==> src/rtl/vita_tx_chan_arbiter.sv <==
// vita_tx_chan_arbiter: shares one TX DSP/DAC chain between two vita_tx_control
// channels, one burst at a time, with a programmable guard gap between grants.
// Optional feature macro: ARB_STATS_EN (per-channel 16-bit grant counters).
//
// state   | meaning
// --------+-----------------------------------------------------------
// IDLE    | no owner; pick a requester from the registered requests
// GRANT0  | channel 0 owns the chain until run0 drops
// GRANT1  | channel 1 owns the chain until run1 drops
// GUARD   | chain idle for the programmed guard gap
module vita_tx_chan_arbiter #(
  parameter int BASE  = 0,
  parameter int WIDTH = 32
) (
  input  logic             dac_clk,
  input  logic             reset,
  input  logic             clear,
  input  logic             set_stb,
  input  logic [7:0]       set_addr,
  input  logic [31:0]      set_data,
  input  logic             run0,
  input  logic [WIDTH-1:0] sample0,
  output logic             strobe0,
  input  logic             run1,
  input  logic [WIDTH-1:0] sample1,
  output logic             strobe1,
  input  logic             strobe,
  output logic [WIDTH-1:0] sample,
  output logic             run,
  output logic [1:0]       grant,
  output logic [15:0]      burst_cnt0,
  output logic [15:0]      burst_cnt1,
  output logic [31:0]      debug
);

  localparam logic [7:0] POLICY_ADDR = 8'(BASE);

  typedef enum logic [1:0] {
    ST_IDLE   = 2'd0,
    ST_GRANT0 = 2'd1,
    ST_GRANT1 = 2'd2,
    ST_GUARD  = 2'd3
  } state_t;

  state_t      state_q, state_d;
  logic        last_q, last_d;
  logic [15:0] gcnt_q, gcnt_d;
  logic        req0_q, req0_d, req1_q, req1_d;
  logic        fixed_pri_q, fixed_pri_d;
  logic        en0_q, en0_d, en1_q, en1_d;
  logic [15:0] guard_q, guard_d;
  logic        grant_start0, grant_start1;

  // Bits [15:3] of the policy word are reserved.
  logic unused_set_data;
  assign unused_set_data = ^set_data[15:3];

  // Policy register decode; survives clear, only reset zeroes it.
  always_comb begin
    fixed_pri_d = fixed_pri_q;
    en0_d       = en0_q;
    en1_d       = en1_q;
    guard_d     = guard_q;
    if (set_stb && (set_addr == POLICY_ADDR)) begin
      fixed_pri_d = set_data[0];
      en0_d       = set_data[1];
      en1_d       = set_data[2];
      guard_d     = set_data[31:16];
    end
  end

  // Policy register flops.
  always_ff @(posedge dac_clk) begin
    if (reset) begin
      fixed_pri_q <= 1'b0;
      en0_q       <= 1'b0;
      en1_q       <= 1'b0;
      guard_q     <= '0;
    end else begin
      fixed_pri_q <= fixed_pri_d;
      en0_q       <= en0_d;
      en1_q       <= en1_d;
      guard_q     <= guard_d;
    end
  end

  // Requests are registered once so IDLE arbitrates on stable values.
  always_comb begin
    req0_d = run0 & en0_q;
    req1_d = run1 & en1_q;
  end

  // Next-state, datapath mux and strobe routing.
  always_comb begin
    state_d      = state_q;
    last_d       = last_q;
    gcnt_d       = gcnt_q;
    run          = 1'b0;
    grant        = 2'b00;
    sample       = '0;
    strobe0      = 1'b0;
    strobe1      = 1'b0;
    grant_start0 = 1'b0;
    grant_start1 = 1'b0;
    case (state_q)
      ST_IDLE: begin
        // Tie goes to ch0 under fixed priority, otherwise to the channel not served last.
        if (req0_q && (!req1_q || fixed_pri_q || last_q)) begin
          state_d      = ST_GRANT0;
          last_d       = 1'b0;
          grant_start0 = 1'b1;
        end else if (req1_q) begin
          state_d      = ST_GRANT1;
          last_d       = 1'b1;
          grant_start1 = 1'b1;
        end
      end
      ST_GRANT0: begin
        run     = 1'b1;
        grant   = 2'b01;
        sample  = sample0;
        strobe0 = strobe;
        if (!run0) begin
          if (guard_q == 16'd0) begin
            state_d = ST_IDLE;
          end else begin
            state_d = ST_GUARD;
            gcnt_d  = guard_q - 16'd1;
          end
        end
      end
      ST_GRANT1: begin
        run     = 1'b1;
        grant   = 2'b10;
        sample  = sample1;
        strobe1 = strobe;
        if (!run1) begin
          if (guard_q == 16'd0) begin
            state_d = ST_IDLE;
          end else begin
            state_d = ST_GUARD;
            gcnt_d  = guard_q - 16'd1;
          end
        end
      end
      default: begin
        if (gcnt_q == 16'd0) begin
          state_d = ST_IDLE;
        end else begin
          gcnt_d = gcnt_q - 16'd1;
        end
      end
    endcase
  end

  // Arbiter state flops; last starts at 1 so ch0 takes the first round-robin tie.
  always_ff @(posedge dac_clk) begin
    if (reset || clear) begin
      state_q <= ST_IDLE;
      last_q  <= 1'b1;
      gcnt_q  <= '0;
      req0_q  <= 1'b0;
      req1_q  <= 1'b0;
    end else begin
      state_q <= state_d;
      last_q  <= last_d;
      gcnt_q  <= gcnt_d;
      req0_q  <= req0_d;
      req1_q  <= req1_d;
    end
  end

`ifdef ARB_STATS_EN
  logic [15:0] burst_cnt0_q, burst_cnt0_d, burst_cnt1_q, burst_cnt1_d;

  // Count grants issued per channel; wraps naturally at 16 bits.
  always_comb begin
    burst_cnt0_d = burst_cnt0_q;
    burst_cnt1_d = burst_cnt1_q;
    if (grant_start0) burst_cnt0_d = burst_cnt0_q + 16'd1;
    if (grant_start1) burst_cnt1_d = burst_cnt1_q + 16'd1;
  end

  // Grant counter flops.
  always_ff @(posedge dac_clk) begin
    if (reset || clear) begin
      burst_cnt0_q <= '0;
      burst_cnt1_q <= '0;
    end else begin
      burst_cnt0_q <= burst_cnt0_d;
      burst_cnt1_q <= burst_cnt1_d;
    end
  end

  assign burst_cnt0 = burst_cnt0_q;
  assign burst_cnt1 = burst_cnt1_q;
`else
  logic unused_grant_start;
  assign unused_grant_start = grant_start0 | grant_start1;
  assign burst_cnt0 = '0;
  assign burst_cnt1 = '0;
`endif

  assign debug = {state_q, last_q, run0, run1, strobe, strobe0, strobe1, 24'b0};

endmodule
==> config.mk <==
export PLATFORM = sky130hd
export DESIGN_NAME = vita_tx_chan_arbiter
export DESIGN_NICKNAME = d
export VERILOG_FILES = /design/src/rtl/vita_tx_chan_arbiter.sv
export SDC_FILE = /design/constraint.sdc
export NUM_CORES = 1
export LEC_CHECK = 0
export CAP_MARGIN = 20
export CORE_UTILIZATION = 33
export CTS_CLUSTER_SIZE = 8
export DETAILED_ROUTE_END_ITERATION = 12
export DONT_BUFFER_PORTS = 1
export PLACE_DENSITY = 0.45
export SYNTH_ARGS = -nofsm -noshare
export SYNTH_HDL_FRONTEND = slang
export SYNTH_SLANG_ARGS = --single-unit
==> constraint.sdc <==
create_clock -name dac_clk -period 4.9 [get_ports dac_clk]
set_input_delay 0.98 -clock dac_clk [delete_from_list [all_inputs] [get_ports dac_clk]]
set_output_delay 0.98 -clock dac_clk [all_outputs]
set_load 0.02 [all_outputs]
# ---- Yosys cells after proc, flatten, opt, wreduce, memory -nomap -nowiden
# Cells that the tools add are included.
dict set report classes {
  n_addsub 2
  n_eq_ne 6
  muxes 19
  bitwise 3
  reduce_logical 16
}
# op n
set ops {}
lappend ops {{$mux W16} 4}
lappend ops {{$pmux W32 S2} 1}
lappend ops {{$pmux W16 S3} 1}
lappend ops {{$logic_not A16 Y1} 2}
lappend ops {{$sub A16 B1 Y16 const B} 2}
lappend ops {{$mux W2} 6}
lappend ops {{$logic_not A8 Y1} 1}
lappend ops {{$reduce_and A4 Y1} 2}
lappend ops {{$pmux W2 S3} 1}
lappend ops {{$mux W1} 5}
lappend ops {{$ne A2 B2 Y1 const B} 2}
lappend ops {{$pmux W2 S2} 1}
lappend ops {{$reduce_bool A4 Y1} 1}
lappend ops {{$logic_or A1 B1 Y1} 3}
lappend ops {{$ne A3 B1 Y1 const B} 1}
lappend ops {{$ne A3 B3 Y1 const B} 1}
lappend ops {{$and A1 B1 Y1} 2}
lappend ops {{$eq A2 B1 Y1 const B} 1}
lappend ops {{$eq A2 B2 Y1 const B} 1}
lappend ops {{$logic_and A1 B1 Y1} 2}
lappend ops {{$logic_not A2 Y1} 1}
lappend ops {{$reduce_and A2 Y1} 1}
lappend ops {{$reduce_bool A2 Y1} 1}
lappend ops {{$reduce_or A2 Y1} 1}
lappend ops {{other kinds (2)} 2}
dict set report totals {
  ff_bits 40
  inputBits 111
  out_inout_bits 101
  wordCells 55
}

# ---- Logic depth before layout (Yosys ltp)
# Gate-level depths: netlist of run 1.
dict set report logic_depth {
  word_depth 6
  mapped_depth 13
  depth_no_buf 9
}

# ---- Least setup slack after synthesis of run 1
# No wires, ideal clock.
dict set report synth_path {
  path_type {register -> output}
  startpoint {register state_q[0]}
  endpoint {output port sample[2]}
  arrival_ns 2.379
  required_time_ns 3.920
  setup_slack_ns 1.541
  stages_incl_launch_ff 8
  n_path_buf 4
  path_cell_list {dfxtp_1 inv_1 ha_1 buf_4 buf_2 buf_1 clkbuf_1 nor2b_1}
}
dict set report synth_via {
  elab_chain_cells 2
  elab_cells_between_ends 3
  classes_between {eq/ne (2); mux (1)}
}
# item line_no
set synth_lines {}
lappend synth_lines {{from (decl)} 45} ;# state_t state_q, state_d;
lappend synth_lines {{from (signal assigned)} 165} ;# state_q <= state_d;
lappend synth_lines {{$eq A2 B2 Y1 / $eq A2 B1 Y1 (equally long branches)} 105} ;# case (state_q)
lappend synth_lines {{$pmux W32 S2 (*)} 105}
lappend synth_lines {{to (decl)} 28} ;# output logic [WIDTH-1:0] sample,
# Mark *: on every way between the ends. The rest lies on a longest branch, timed or not.

# ---- Worst setup path in the final report of run 1
dict set report layout_path {
  startpoint {register state_q[0]}
  endpoint {register gcnt_q[10]}
}
dict set report layout_via {
  elab_chain_cells 3
  elab_cells_between_ends 9
  classes_between {eq/ne (5); mux (1); bitwise (1); reduce/logical (2)}
}
# item line_no
set layout_lines {}
lappend layout_lines {{$eq A2 B2 Y1, or another cell as far along} 105}
lappend layout_lines {{$ne A3 B1 Y1 (no line), or another cell as far along} --}
lappend layout_lines {{$reduce_and A4 Y1 (no line)} --}
lappend layout_lines {{to (signal assigned)} 167} ;# gcnt_q <= gcnt_d;
lappend layout_lines {{to (decl)} 47} ;# logic [15:0] gcnt_q, gcnt_d;
# Parallel ways exist; a longest one is shown, timed or not.
# A chain may end at the register's enable or synchronous reset.

==> results.sh, run 1 <==
export IMPL_status="finished, final reports clean"
export IMPL_cts_resized_gates=0
export IMPL_cts_htree_levels=2
export IMPL_via_count=2886
export IMPL_grt_setup_unrepaired="no"
export IMPL_track_usage_pct=16.8
export IMPL_layout_cells_most_common="sky130_fd_sc_hd__nand2_1"
export IMPL_antenna_cells=0
export IMPL_post_cts_setup_buffers=0
export IMPL_number_of_antenna_violations_at_the_first_check_in_global_routing=0
export IMPL_worst_r2r_startpoint="state_q[0]$_SDFFE_PP0P_"
export IMPL_clock_buffers_created_by_tritoncts=5
export IMPL_hold_path_class="flip-flop to flip-flop"
export IMPL_mappedNetlistArea_sq_mm=0.00330
export IMPL_finalHoldViolCount=0
export IMPL_rrSetupSlack_ns=1.34
export IMPL_cts_hold_buffers_added=0
export IMPL_placeableCoreArea_sq_mm=0.00973
export IMPL_finalWeightedCongestion=0.838
export IMPL_seqCellArea_sq_um=801
export IMPL_post_drt_wl_per_cell_um=16.5
export IMPL_timing_reg2reg_worst_path_depth=10
export IMPL_worst_pin_slew_ns=0.930
export IMPL_detail_route_wirelength_um=9060
export IMPL_worstSkewPairLatency_ns=0.30
export IMPL_power_clock_fraction_pct=42.8
export IMPL_timing_setup_critical_path_class="flip-flop to flip-flop"
export IMPL_first_global_vias=2494
export IMPL_pwr_share_seq_pct=50.3
export IMPL_post_route_drc_count=0
export IMPL_synth_edff_count=0
export IMPL_detailed_place_area_sq_mm=0.00312
export IMPL_switching_share_pct=26.0
export IMPL_final_cell_count_no_fill=550
export IMPL_crit_path_start_kind="flip-flop"
export IMPL_maxClockFrequency_ghz=0.281
export IMPL_die_area_sq_mm=0.0104
export IMPL_synthesized_flop_and_latch_total=40
export IMPL_clkTransAtPathRegs_ns=0.09
export IMPL_final_nets=534
export IMPL_initial_utilization_pct=33.9
export IMPL_cap_viol_max_count=0
export IMPL_placed_cells_incl_taps=542
export IMPL_ys_seq_area_share_pct=24.3
export IMPL_die_width_um=102
export IMPL_final_setup_tns_ns=0
export IMPL_timing_final_crit_period_ns=3.56
export IMPL_synthesis_yosys_warnings=0
export IMPL_cellPowerDensity_mw_per_mm2=200
export IMPL_timing_max_transition_violations_final=0
export IMPL_synthesis_instances=439
export IMPL_postSynth_topFlopCell="sky130_fd_sc_hd__dfxtp_1"
export IMPL_drt_first_iter_violations=232
export IMPL_clock_tree_buffer_depth=2
export IMPL_drt_antenna_violating_nets=0
export IMPL_internal_power_mw=0.478
export IMPL_drt_pass1_iterations=4
export IMPL_critical_path_endpoint="gcnt_q[10]$_SDFFE_PP0P_"
export IMPL_avgSynthCellArea_sq_um=7.52
export IMPL_fp_row_count=36
export IMPL_grt_max_degree=45
export IMPL_synthDistinctLibCells=56
export IMPL_area_growth_pct=-2.08
export IMPL_rr_endpoint="gcnt_q[10]$_SDFFE_PP0P_"
export IMPL_setup_ws_ns=1.34
export IMPL_final_fill_count=1103
export IMPL_ctsRootBufferMaster="sky130_fd_sc_hd__clkbuf_8"
export IMPL_crit_required_ns=5.08
export IMPL_tritoncts="yes"
export IMPL_comb_power_share_pct=6.9
export IMPL_slew_headroom_pct=37.8
export IMPL_grt_pass1_wl_um=13500
export IMPL_dp_slack_ns=1.33
export IMPL_cp_startpoint="state_q[0]$_SDFFE_PP0P_"
export IMPL_p_sw_mw=0.168
export IMPL_multi_input_comb_area_sq_mm=0.00210
export IMPL_cellLeakagePower_nw=1.05
export IMPL_setup_viol_count_final=0
export IMPL_synth_async_reset_ratio_pct=0
export IMPL_cts_num_sinks=40
export IMPL_io_pins=212
export IMPL_finish_instance_area_sq_mm=0.00323
export IMPL_detailed_place_hpwl_um=7000
export IMPL_mostFrequentLayoutCells="60 x sky130_fd_sc_hd__nand2_1, 56 x sky130_fd_sc_hd__conb_1, 40 x sky130_fd_sc_hd__dfxtp_1"
export IMPL_fin_worst_hold_slack_ns=0.461
export IMPL_path_max_fanout=44
export IMPL_die_height_um=102
export IMPL_critPathCaptureType="flip-flop"
export IMPL_routed_via_density=5.25
export IMPL_critical_path_arrival_ns=3.74
export IMPL_finalCritPeriodShare_pct=72.7
export IMPL_port_buffers=0
export IMPL_grt_overflow_total=0
export IMPL_ir_drop_v=0.000150
export IMPL_share_of_post_route_cells_with_drive_strength_above_1_pct=6.24
export IMPL_final_setup_skew_ns=0.00807
[worst min-delay path by stage]
stage | startpoint | end | slack, ns | depth (start not counted)
4_1_cts | en0_q$_SDFFE_PP0P_ | en0_q$_SDFFE_PP0P_ | 0.46 | 2
3_5_place_dp | en0_q$_SDFFE_PP0P_ | en0_q$_SDFFE_PP0P_ | 0.45 | 2
3_3_place_gp | en0_q$_SDFFE_PP0P_ | en0_q$_SDFFE_PP0P_ | 0.44 | 2
2_1_floorplan | en0_q$_SDFFE_PP0P_ | en0_q$_SDFFE_PP0P_ | 0.43 | 2
5_1_grt | en0_q$_SDFFE_PP0P_ | en0_q$_SDFFE_PP0P_ | 0.49 | 2
6_report | en0_q$_SDFFE_PP0P_ | en0_q$_SDFFE_PP0P_ | 0.46 | 2
[flip-flops by register name, summed over array words and instances (netlist names)]
name         flops
req0_q           1
gcnt_q          16
guard_q         16
fixed_pri_q      1
last_q           1
req1_q           1
en1_q            1
state_q          2
en0_q            1
[critical path: stages (launching register included)]
cell and delay [ns]:
sky130_fd_sc_hd__dfxtp_1 0.55, sky130_fd_sc_hd__inv_1 0.15, sky130_fd_sc_hd__ha_2 0.86, sky130_fd_sc_hd__buf_4 0.38, sky130_fd_sc_hd__mux2i_1 0.28, sky130_fd_sc_hd__ha_1 0.30, sky130_fd_sc_hd__nand2_1 0.24, sky130_fd_sc_hd__o31a_1 0.30
sky130_fd_sc_hd__o21ai_0 0.16, sky130_fd_sc_hd__a21o_1 0.14, sky130_fd_sc_hd__a21oi_1 0.06
[cell type report]
cell class,count,area share (%)
inverter,5,0.580
clock buffer,5,2.13
tap,133,5.15
sequential,40,24.8
multi-input combinational,359,64.9
timing repair buffer,5,1.16
clock inverter,3,1.32
[synthesized netlist by cell type (2+ instances only)]
master | instances | area share, %
sky130_fd_sc_hd__buf_4 | 64 | 15
sky130_fd_sc_hd__nand2_1 | 60 | 6.8
sky130_fd_sc_hd__dfxtp_1 | 40 | 24
sky130_fd_sc_hd__nor2b_1 | 35 | 6.6
sky130_fd_sc_hd__a21oi_1 | 33 | 5.0
sky130_fd_sc_hd__a22oi_1 | 33 | 7.5
sky130_fd_sc_hd__nor2_1 | 20 | 2.3
sky130_fd_sc_hd__clkbuf_1 | 15 | 1.7
sky130_fd_sc_hd__o21ai_0 | 11 | 1.7
sky130_fd_sc_hd__a31oi_1 | 8 | 1.5
sky130_fd_sc_hd__mux2i_1 | 8 | 2.4
sky130_fd_sc_hd__o2111ai_1 | 8 | 2.1
sky130_fd_sc_hd__ha_1 | 7 | 2.7
sky130_fd_sc_hd__nor3_1 | 7 | 1.1
sky130_fd_sc_hd__buf_2 | 6 | 0.91
sky130_fd_sc_hd__xor2_1 | 6 | 1.6
sky130_fd_sc_hd__inv_1 | 5 | 0.57
sky130_fd_sc_hd__nor3_2 | 5 | 1.5
sky130_fd_sc_hd__nor4_1 | 5 | 0.95
sky130_fd_sc_hd__o21ai_1 | 5 | 0.76
sky130_fd_sc_hd__a211oi_1 | 4 | 0.91
sky130_fd_sc_hd__buf_1 | 4 | 0.45
sky130_fd_sc_hd__nand4_1 | 4 | 0.76
sky130_fd_sc_hd__and2_1 | 3 | 0.57
sky130_fd_sc_hd__and3_1 | 3 | 0.57
sky130_fd_sc_hd__nand3_1 | 3 | 0.45
sky130_fd_sc_hd__o211ai_1 | 3 | 0.68
sky130_fd_sc_hd__a211o_1 | 2 | 0.53
sky130_fd_sc_hd__nand4b_1 | 2 | 0.53
sky130_fd_sc_hd__o22a_1 | 2 | 0.53
sky130_fd_sc_hd__or2_1 | 2 | 0.38
sky130_fd_sc_hd__xnor2_1 | 2 | 0.53
[kinds of logic (layout without fill, tap and decap cells)]
logic type,Yosys count,count (layout),share of synthesized area [%]
mux,8,8,2.43
simple gates,158,158,25.0
flops,40,40,24.3
xor+xnor,8,8,2.12
fa+ha+maj,7,7,2.65
other cells,1,56,0.114
compound gates,122,122,24.9
buf+inv,95,18,18.5
[metal layers]
layer  track usage, %  wire, um  up-vias
met1             19.3      3650     1361
met5                0         0        -
met4             4.62        93        0
met3             3.63       643        6
met2             31.1      4670      119
li1                 -         -     1400
[per-stage QoR]
step	util, %	total power, mW
after floorplan	-	0.415
after CTS	33.2	0.657
final	33.2	0.646
after detailed placement	32.1	0.377
after global placement	32.1	0.377
after global routing	33.2	0.675
[power by group through the flow]
stage | clock (mW) | combinational, mW | sequential (mW)
final | 0.276 | 0.0446 | 0.325
after global routing | 0.300 | 0.0494 | 0.325
after CTS | 0.288 | 0.0438 | 0.325
after detailed placement | 0 | 0.0438 | 0.333
after global placement | 0 | 0.0438 | 0.333
after floorplan | 0 | 0.0820 | 0.333
(Power assumes the default switching activity.)
==> run 2, diff against run 1 <==
--- a/config.mk
+++ b/config.mk
@@ -5,6 +5,7 @@
 export SDC_FILE = /design/constraint.sdc
 export NUM_CORES = 1
 export LEC_CHECK = 0
+export ABC_AREA = 1
 export CAP_MARGIN = 20
 export CORE_UTILIZATION = 33
 export CTS_CLUSTER_SIZE = 8
==> constraint.sdc (replaced) <==
create_clock -name dac_clk -period 3.3 [get_ports dac_clk]
set_input_delay 0.66 -clock dac_clk [delete_from_list [all_inputs] [get_ports dac_clk]]
set_output_delay 0.66 -clock dac_clk [all_outputs]
set_load 0.02 [all_outputs]
==> run 2 against run 1 <==
Compared with the run above: setup slack got worse by 1.0 ns; power rose by 57%; critical path depth fell by 4; die area rose by 6.2%; critical endpoint is now sample[1]; first-iteration DRC count fell by 37%.
==> results.sh, run 2 <==
export IMPL_final_nets=759
export IMPL_cap_viol_max_count=0
export IMPL_tritoncts="yes"
export IMPL_first_global_vias=3148
export IMPL_post_drt_wl_per_cell_um=12.2
export IMPL_mostFrequentLayoutCells="227 x sky130_fd_sc_hd__nand2_1, 104 x sky130_fd_sc_hd__nor2_1, 56 x sky130_fd_sc_hd__conb_1"
export IMPL_timing_max_transition_violations_final=0
export IMPL_grt_overflow_total=0
export IMPL_cellLeakagePower_nw=1.83
export IMPL_finish_instance_area_sq_mm=0.00377
export IMPL_antenna_cells=0
export IMPL_synth_top_cell_area_share_pct=24.3
export IMPL_cts_htree_levels=2
export IMPL_worst_pin_slew_ns=0.596
export IMPL_die_width_um=105
export IMPL_placeableCoreArea_sq_mm=0.0103
export IMPL_p_total_mw=1.02
export IMPL_synthesis_instances=623
export IMPL_finalWeightedCongestion=0.856
export IMPL_die_area_sq_mm=0.0111
export IMPL_maxClockFrequency_ghz=0.336
export IMPL_drt_first_iter_violations=146
export IMPL_fp_row_count=37
export IMPL_grt_max_degree=36
export IMPL_synthesized_flop_and_latch_total=40
export IMPL_timing_final_crit_period_ns=2.98
export IMPL_netlist_top_cells_count="227 x sky130_fd_sc_hd__nand2_1, 104 x sky130_fd_sc_hd__nor2_1, 66 x sky130_fd_sc_hd__buf_4"
export IMPL_number_of_antenna_violations_at_the_first_check_in_global_routing=0
export IMPL_track_usage_pct=17.1
export IMPL_netlist_top_cell_by_area="sky130_fd_sc_hd__nand2_1"
export IMPL_drt_pass1_iterations=5
export IMPL_grt_pass1_wl_um=15000
export IMPL_power_clock_fraction_pct=43.9
export IMPL_status="finished, final reports clean"
export IMPL_drt_antenna_violating_nets=0
export IMPL_ctsRootBufferMaster="sky130_fd_sc_hd__clkbuf_8"
export IMPL_yosysMostFrequentCell="sky130_fd_sc_hd__nand2_1"
export IMPL_finalHoldViolCount=0
export IMPL_post_route_drc_count=0
export IMPL_area_growth_pct=7.45
export IMPL_routed_via_density=4.48
export IMPL_cellPowerDensity_mw_per_mm2=269
export IMPL_switching_share_pct=25.1
export IMPL_critical_path_arrival_ns=2.32
export IMPL_synth_async_reset_ratio_pct=0
export IMPL_cts_hold_buffers_added=0
export IMPL_comb_power_share_pct=8.6
export IMPL_detailed_place_area_sq_mm=0.00359
export IMPL_clock_tree_buffer_depth=2
export IMPL_setup_viol_count_final=0
export IMPL_final_setup_tns_ns=0
export IMPL_mappedNetlistArea_sq_mm=0.00351
export IMPL_synthDistinctLibCells=30
export IMPL_synth_edff_count=0
export IMPL_p_sw_mw=0.255
export IMPL_worstSkewPairLatency_ns=0.29
export IMPL_ir_drop_v=0.000184
export IMPL_synthesis_yosys_warnings=0
export IMPL_initial_utilization_pct=34.0
export IMPL_layout_cells_most_common="sky130_fd_sc_hd__nand2_1"
export IMPL_avgSynthCellArea_sq_um=5.64
export IMPL_hold_path_class="flip-flop to flip-flop"
export IMPL_cts_resized_gates=0
export IMPL_largestRegisters="gcnt_q (16), guard_q (16), state_q (2)"
export IMPL_crit_required_ns=2.64
export IMPL_clkTransAtPathRegs_ns=0.08
export IMPL_finalCoreUtilization_pct=36.6
export IMPL_ys_seq_area_share_pct=22.8
export IMPL_seqCellArea_sq_um=801
export IMPL_die_height_um=105
export IMPL_final_fill_count=1169
export IMPL_timing_setup_critical_path_class="flip-flop to primary output"
export IMPL_port_buffers=0
export IMPL_path_max_fanout=32
export IMPL_cts_num_sinks=40
export IMPL_internal_power_mw=0.761
export IMPL_top_cells_by_area_in_the_synthesized_netlist="sky130_fd_sc_hd__nand2_1 24%, sky130_fd_sc_hd__dfxtp_1 23%, sky130_fd_sc_hd__buf_4 14%"
export IMPL_detailed_place_hpwl_um=7510
export IMPL_share_of_post_route_cells_with_drive_strength_above_1_pct=9.50
export IMPL_clock_buffers_created_by_tritoncts=5
export IMPL_post_cts_setup_buffers=0
export IMPL_crit_path_start_kind="flip-flop"
export IMPL_slew_headroom_pct=60.2
export IMPL_via_count=3486
export IMPL_grt_setup_unrepaired="no"
export IMPL_finalCritPeriodShare_pct=90.3
export IMPL_detail_route_wirelength_um=9460
export IMPL_pwr_share_seq_pct=47.6
export IMPL_multi_input_comb_area_sq_mm=0.00214
export IMPL_final_setup_skew_ns=0.00686
export IMPL_critPathCaptureType="primary output"
export IMPL_io_pins=212
export IMPL_postSynth_topFlopCell="sky130_fd_sc_hd__dfxtp_1"
-- run 2: cell type report --
class,count,share of cell area [%]
multi-input cells,501,56.6
inverters,52,5.17
clock buffers,7,2.55
repair buffers,41,9.15
flip-flops and latches,40,21.2
well taps,136,4.51
clock inverters,1,0.796
-- run 2: kinds of logic (layout without fill, tap and decap cells) --
family	count (synthesis)	after routing	synth area share, %
AND/OR/NAND/NOR	364	364	41.4
adder cells (fa/ha/maj)	7	7	2.49
AO/OA/AOI/OAI	72	72	10.5
buffers and inverters	137	101	22.3
other	1	56	0.107
flip-flops	40	40	22.8
XOR/XNOR	2	2	0.499
-- run 2: per-stage QoR --
step                      hold WS, ns  setup WS [ns]  cells
final                           0.449          0.321    778
after CTS                       0.448          0.171    776
after floorplan                 0.415          0.743    678
after detailed placement        0.436          0.452    768
after global placement          0.429          0.503    768
after global routing            0.469          0.165    778
-- run 2: power groups by stage --
stage / Clock, mW / Combinational [mW] / Sequential [mW]
final: 0.445 / 0.0871 / 0.483
after global routing: 0.482 / 0.0952 / 0.483
after CTS: 0.464 / 0.0866 / 0.483
after detailed placement: 0 / 0.0865 / 0.495
after global placement: 0 / 0.0863 / 0.495
after floorplan: 0 / 0.135 / 0.494
-- run 2: worst max-delay path: stages (launching register included) --
cell and delay, ns:
sky130_fd_sc_hd__dfxtp_1 0.56, sky130_fd_sc_hd__inv_1 0.15, sky130_fd_sc_hd__ha_1 0.41, sky130_fd_sc_hd__inv_2 0.25, sky130_fd_sc_hd__buf_4 0.36, sky130_fd_sc_hd__a21oi_1 0.11, sky130_fd_sc_hd__buf_4 0.18
-- run 2: final timing paths --
path | from | endpoint | slack, ns | cells past startpoint
hold / removal | en0_q$_SDFFE_PP0P_ | req0_q$_SDFF_PP0_ | 0.45 | 2
setup / recovery | state_q[0]$_SDFFE_PP0P_ | sample[1] | 0.32 | 6
setup reg to reg | state_q[0]$_SDFFE_PP0P_ | gcnt_q[12]$_SDFFE_PP0P_ | 0.43 | 13
hold reg to reg | en0_q$_SDFFE_PP0P_ | req0_q$_SDFF_PP0_ | 0.45 | 2
-- run 2: metal layers --
layer / routed length (um) / up-vias / track usage, %
met5: 0 / - / 0
met4: 246 / 0 / 6.84
met3: 401 / 17 / 2.50
met2: 4690 / 123 / 32.1
met1: 4130 / 1522 / 19.3
li1: - / 1824 / -
